File: src/rtl/hazard_ctrl.sv
// hazard_ctrl: pipeline sequencing controller for the 5-stage MIPS core.
// It resolves load-use hazards, taken branches/jumps resolved in ID,
// instruction-memory wait states and multiply/divide unit occupancy.
// It drives the PC, IF/ID and ID/EX controls and counts cycles in which the
// PC is not written.
module hazard_ctrl #(
    parameter int MDU_LATENCY = 32,  // cycles the MDU stays busy after a start pulse (>= 1)
    parameter int CNT_W       = 6,   // countdown width, 2^CNT_W > MDU_LATENCY
    parameter int PERF_W      = 32   // stall-cycle counter width
) (
    input  logic              clock,
    input  logic              reset,          // asynchronous, active-low
    input  logic [4:0]        id_rs,
    input  logic [4:0]        id_rt,
    input  logic              id_uses_rs,
    input  logic              id_uses_rt,
    input  logic              ex_mem_read,
    input  logic [4:0]        ex_rt,
    input  logic              id_is_mdu,
    input  logic              id_reads_hilo,
    input  logic              branch_taken_id,
    input  logic              imem_ready,
    output logic              pc_write,
    output logic              if_id_write,
    output logic              if_id_flush,
    output logic              id_ex_flush,
    output logic              mdu_start,
    output logic              mdu_busy,
    output logic [PERF_W-1:0] stall_cycles
);

    typedef enum logic [0:0] {
        RUN      = 1'b0,
        MDU_BUSY = 1'b1
    } state_t;

    state_t            state_reg;
    state_t            state_next;
    logic [CNT_W-1:0]  mdu_cnt_reg;
    logic [CNT_W-1:0]  mdu_cnt_next;
    logic [PERF_W-1:0] stall_cnt_reg;

    // Source operands of the ID instruction: index 0 is rs, index 1 is rt.
    logic [4:0] src_reg_num [2];
    logic [1:0] src_used;
    logic [1:0] src_hit;
    logic       lu;
    logic       ms;
    logic       hold;

    assign src_reg_num[0] = id_rs;
    assign src_reg_num[1] = id_rt;
    assign src_used       = {id_uses_rt, id_uses_rs};

    // Each used source register is compared against the load destination.
    generate
        for (genvar gi = 0; gi < 2; gi++) begin : g_src_match
            assign src_hit[gi] = src_used[gi] && (src_reg_num[gi] == ex_rt);
        end
    endgenerate

    // Loads targeting $zero never create a dependency.
    assign lu   = ex_mem_read && (ex_rt != 5'd0) && (|src_hit);
    assign ms   = (state_reg == MDU_BUSY) && (id_reads_hilo || id_is_mdu);
    assign hold = lu || ms;

    // Next-state and control outputs; everything is forced low while reset is held.
    always_comb begin
        pc_write     = 1'b0;
        if_id_write  = 1'b0;
        if_id_flush  = 1'b0;
        id_ex_flush  = 1'b0;
        mdu_start    = 1'b0;
        mdu_busy     = (state_reg == MDU_BUSY);
        state_next   = state_reg;
        mdu_cnt_next = mdu_cnt_reg;

        if (reset) begin
            if (hold) begin
                // Freeze PC and IF/ID, push a bubble into EX.
                id_ex_flush = 1'b1;
            end else if (branch_taken_id) begin
                // Redirect wins over a pending fetch, which is simply dropped.
                pc_write    = 1'b1;
                if_id_write = 1'b1;
                if_id_flush = 1'b1;
            end else if (!imem_ready) begin
                // ID moves on, a NOP enters ID, the PC waits for memory.
                if_id_write = 1'b1;
                if_id_flush = 1'b1;
            end else begin
                pc_write    = 1'b1;
                if_id_write = 1'b1;
            end

            case (state_reg)
                RUN: begin
                    // The MDU op leaves ID unless blocked by a load-use stall.
                    if (id_is_mdu && !lu) begin
                        mdu_start    = 1'b1;
                        state_next   = MDU_BUSY;
                        mdu_cnt_next = CNT_W'(MDU_LATENCY);
                    end
                end
                MDU_BUSY: begin
                    if (mdu_cnt_reg <= CNT_W'(1)) begin
                        state_next   = RUN;
                        mdu_cnt_next = '0;
                    end else begin
                        mdu_cnt_next = mdu_cnt_reg - CNT_W'(1);
                    end
                end
                default: begin
                    state_next   = RUN;
                    mdu_cnt_next = '0;
                end
            endcase
        end
    end

    // State, MDU countdown and stall-cycle counter registers.
    always_ff @(posedge clock or negedge reset) begin
        if (!reset) begin
            state_reg     <= RUN;
            mdu_cnt_reg   <= '0;
            stall_cnt_reg <= '0;
        end else begin
            state_reg   <= state_next;
            mdu_cnt_reg <= mdu_cnt_next;
            if (!pc_write) begin
                stall_cnt_reg <= stall_cnt_reg + PERF_W'(1);
            end
        end
    end

    assign stall_cycles = stall_cnt_reg;

endmodule

File: config.mk
export PLATFORM = sky130hd
export DESIGN_NAME = hazard_ctrl
export DESIGN_NICKNAME = d
export VERILOG_FILES = /design/src/rtl/hazard_ctrl.sv
export SDC_FILE = /design/constraint.sdc
export NUM_CORES = 1
export LEC_CHECK = 0
export CAP_MARGIN = 20
export CORE_MARGIN = 1
export CORE_UTILIZATION = 47
export CTS_CLUSTER_DIAMETER = 100
export DETAILED_ROUTE_END_ITERATION = 8
export PLACE_DENSITY = 0.85
export SLEW_MARGIN = 15
export SYNTH_ARGS = -nofsm -noshare
export SYNTH_HDL_FRONTEND = slang
export SYNTH_SLANG_ARGS = --single-unit
File: constraint.sdc
create_clock -name clock -period 2.1 [get_ports clock]
set_clock_uncertainty 0.15 [all_clocks]
set_input_delay 0.315 -clock clock [delete_from_list [all_inputs] [get_ports clock]]
set_output_delay 0.315 -clock clock [all_outputs]
set_load 0.05 [all_outputs]
# Word level (Yosys, flattened, before mapping)
# Cells that the tools add are included.
[totals]
wordCells = 42
inputBits = 24
register_bits = 39
output_inout_bits = 38
[op_classes]
reduce_logical = 12
n_lt_le_gt_ge = 1
n_eq_ne = 3
mux = 20
addsub = 2
n_bitwise = 1
[op_table]
columns = ["cell", "n"]
rows = [
  ["$add A32 B1 Y32 const B", 1],
  ["$mux W1", 16],
  ["$mux W6", 2],
  ["$pmux W6 S2", 1],
  ["$eq A5 B5 Y1", 2],
  ["$le A6 B1 Y1 const B", 1],
  ["$logic_and A1 B1 Y1", 6],
  ["$sub A6 B1 Y6 const B", 1],
  ["$reduce_bool A5 Y1", 1],
  ["$logic_or A1 B1 Y1", 2],
  ["$ne A2 B2 Y1 const B", 1],
  ["$pmux W1 S2", 1],
  ["$reduce_and A2 Y1", 1],
  ["$reduce_or A2 Y1", 1],
  ["$logic_not A1 Y1", 1],
  ["$not A1 Y1", 1],
]

# Longest topological paths before layout
[depth]
depth_word = 9
mapped_depth = 8
ltp_nobuf = 8

# Worst setup path before layout
# Ideal clock, no wire load.
[synth_timing]
kind = "input to output"
start = "input port ex_rt[0]"
end = "output port if_id_flush"
n_path_buf = 0
t_required_ns = 1.635
t_arrival_ns = 2.321
path_stages = 5
path_slack_ns = -0.686
path_cell_list = "or4_1 > o21a_1 > nand2_1 > nand2_1 > nor3_1"
[synth_between]
elab_chain_len = 7
word_cells_on_any_way = 11
classes_between = "eq/ne (2); mux (2); reduce/logical (7)"
[synth_rtl]
columns = ["element", "line", "text"]
rows = [
  ["from (decl)", "18", "input logic [4:0] ex_rt,"],
  ["$eq A5 B5 Y1", "58", "assign src_hit[gi] = src_used[gi] && (src_reg_num[gi] == ex_rt);"],
  ["$logic_and A1 B1 Y1", "58", ""],
  ["$reduce_or A2 Y1", "63", "assign lu = ex_mem_read && (ex_rt != 5'd0) && (|src_hit);"],
  ["$logic_and A1 B1 Y1 *", "63", ""],
  ["$logic_or A1 B1 Y1 *", "65", "assign hold = lu || ms;"],
  ["$mux W1 *", "79", "if (hold) begin"],
  ["$mux W1 *", "78", "if (reset) begin"],
  ["to (decl)", "25", "output logic if_id_flush,"],
]
# Every way passes the cells marked *; elsewhere a longest branch is shown, timed or not.

# Final worst setup path
[layout_timing]
start = "input port ex_rt[3]"
end = "output port if_id_flush"
# The elaborated chain is that of the path after synthesis.

==> run metrics <==
Slew Viols, Final=0; Comb power frac=0.529; FF-to-FF path depth=6; status=complete, but fails checks; Total Routing Usage GR=0.2524; CTS tree=built; placed inst area=3059 um2; final period utilization=1.046; Remaining DRCs=0; R2R Path Start=stall_cycles[16]$_DFFE_PN0N_; Final Hold Vio Count=0; Routability Congestion=0.8410; Synth Net Count=around 250; Power, Total=between 3 and 4 mW; Worst slew margin=0.6407; Peak Freq=455.4 MHz; Initial DRC Count=112; final design instance area without fill=3487 um2; final wirelength=6.789 mm; core area=4384 um2; P_sw=1.795 mW; Syn Inst Count=220; antenna violations before repair=0; CTS Sinks=39; Final Critical Period=~2200 ps; Post-Synth Adder-Cell Area=0.01744; synthesized cell area=between 2000 and 2500 um2; R2R Setup Slk=-40 ps; crit path capture type=output port; yosys synthesis warning count=0; sequential-to-total area share from yosys stat=0.4535; Switching Fraction=0.4778; max FFs per register=32; unrepaired setup endpoints after global routing=true; Int Pwr=1.962 mW; Fill cells=250; Multi-input gate area=1371 um2; routed len/inst=18.50 um; Via density=approximately 5.8; total congestion overflow=0; commonest cells after routing, fill and taps aside=clkdlybuf4s50_1, buf_4, dfrtp_1; Inserted Clock Buffers=5; Die Ht=69.67 um; mux cell area share after synthesis=0.005233; Clock Latency Late Sink=300 ps; final setup fails=8; Avg Cell Area, Syn=around 10 um2; layout cells sized above 1=0.3175; Post-Synth XOR/XNOR Area=0.1669; pre-CTS WS=-559.6 ps; VDD IR max=1028 uV; Worst Path Arrival=approximately 1700 ps; ys async rst share=1.000; Die X=69.67 um; Synth Area in Simple Gates=0.2581; largest net degree at the start of global routing=41; critical path class=in -> out; port bufs=61; Layout Nets=approximately 340; leakage=1.437 nW; H-tree Lvls=2; IO Count=between 60 and 70; failing checks=setup timing; DIE AREA=4853 um2; CTS root buf=clkbuf_8; Routed Antenna Nets=0; number of synthesized flops with an enable pin=0; num rows=24; fin worst setup slack=-95.99 ps; dpl hpwl=3.941 mm; synth unique cells=38; vias in the first global route=between 1,500 and 2,000; CTS clk-pin slew, worst paths=80 ps; Layout area overhead=62.03%; ANT cells=0; worst-margin pin slew=~540 ps; first-pass GRT wire length=~9.6 mm; detailed-route via count=2,113; Initial Util=0.4909; Main synth FF type=dfrtp_1; CP Max Fanout=4; number of synthesized register bits=39; crit path launch type=primary input; compound-gate portion of the synthesized area=0.06686; Flop pwr share=0.334; CP required=1630 ps; main combinational cell family by area after synthesis=simple AND/OR/NAND/NOR gates; DRT Pass-1 Iters=4; CTS max path bufs=2; most common cell after layout, fill and taps aside=clkdlybuf4s50_1; worst r2r dst=stall_cycles[31]$_DFFE_PN0N_; clock network power share=0.137; Register Area=993.5 um2; Hold Path Class=in -> async; PwrDens=1077 nW/um2; max-cap viol count=0
==> cell families after synthesis <==
family | count (synthesis)
AO/OA/AOI/OAI | 20
XOR/XNOR | 41
adder cells (fa/ha/maj) | 3
buffers and inverters | 15
flip-flops | 39
multiplexers | 1
AND/OR/NAND/NOR | 101
==> power groups by stage <==
| stage | Combinational [mW] | Sequential, mW | Clock, mW |
|---|---|---|---|
| global placement | 1.74 | 1.23 | 0 |
| floorplan | 0.644 | 1.70 | 0 |
| global route | 2.10 | 1.28 | 0.550 |
| CTS | 1.83 | 1.23 | 0.510 |
| detailed placement | 1.78 | 1.24 | 0 |
| finish | 1.99 | 1.25 | 0.515 |
==> cell usage after synthesis (3+ instances only) <==
cell type,instances,area (um2)
o21ai_0,8,40.04
nor4_1,10,62.56
nand2_1,21,78.83
nor2_1,16,60.06
nor3_1,11,55.05
or3_1,5,31.28
nand4b_1,4,35.03
xnor2_1,20,175.2
xor2_1,21,183.9
nand4_1,9,56.30
dfrtp_1,39,975.9
buf_4,3,22.52
nand3_1,11,55.05
ha_1,3,37.54
inv_1,9,33.78
nand2b_1,3,18.77
==> final cells by class <==
cell class	instances	share of cell area
multi-input cells	166	0.3933
flip-flops and latches	39	0.2849
repair buffers	93	0.2691
clock buffers	6	0.02081
well taps	52	0.01866
inverters	9	0.009688
clock inverters	2	0.003588
==> metrics by stage <==
step	hold WS [ps]	utilization	TNS, ps	std cells
2_1_floorplan	-130.6	-	-188.1	220
3_3_place_gp	-5.497	0.6978	-13820	347
3_5_place_dp	-0.1175	0.6978	-16260	347
4_1_cts	51.42	0.7337	-249.3	362
5_1_grt	117.5	0.7954	-2039	367
6_report	67.61	0.7954	-370.1	367
==> critical path, stage by stage <==
cell and delay [ps]:
buf_6 90, or4_4 520, o21a_4 250, nand2_4 90, nand2_8 80, nor3_4 220
buf_12 160
==> worst max path at each step <==
| stage | slack, ps | startpoint | end | cells after the start |
|---|---|---|---|---|
| after floorplan | -100 | ex_rt[0] | if_id_flush | 5 |
| after global placement | -450 | ex_rt[0] | if_id_flush | 7 |
| after detailed placement | -560 | ex_rt[2] | stall_cycles[19]$_DFFE_PN0N_ | 9 |
| after CTS | -110 | ex_rt[3] | if_id_flush | 7 |
| after global routing | -170 | id_rt[2] | id_ex_flush | 8 |
| final | -100 | ex_rt[3] | if_id_flush | 7 |
==> repair_timing <==
action	4_1_cts	5_1_grt
gates cloned	1	0
hold buffers	1	0
gates resized for setup	31	47
hold endpoints to repair	1	0
endpoints found under the setup margin	36	24
setup buffers	5	5
pin swaps	22	29
==> routing by layer <==
| layer | up-vias | track usage | part of all wire |
|---|---|---|---|
| met4 | 0 | 0.08222 | 0.021 |
| met3 | 18 | 0.06977 | 0.055 |
| met1 | 1059 | 0.3143 | 0.38 |
| met2 | 77 | 0.4250 | 0.54 |
| li1 | 959 | - | - |
| met5 | - | 0 | 0 |
Power figures use the tool's default switching activity.
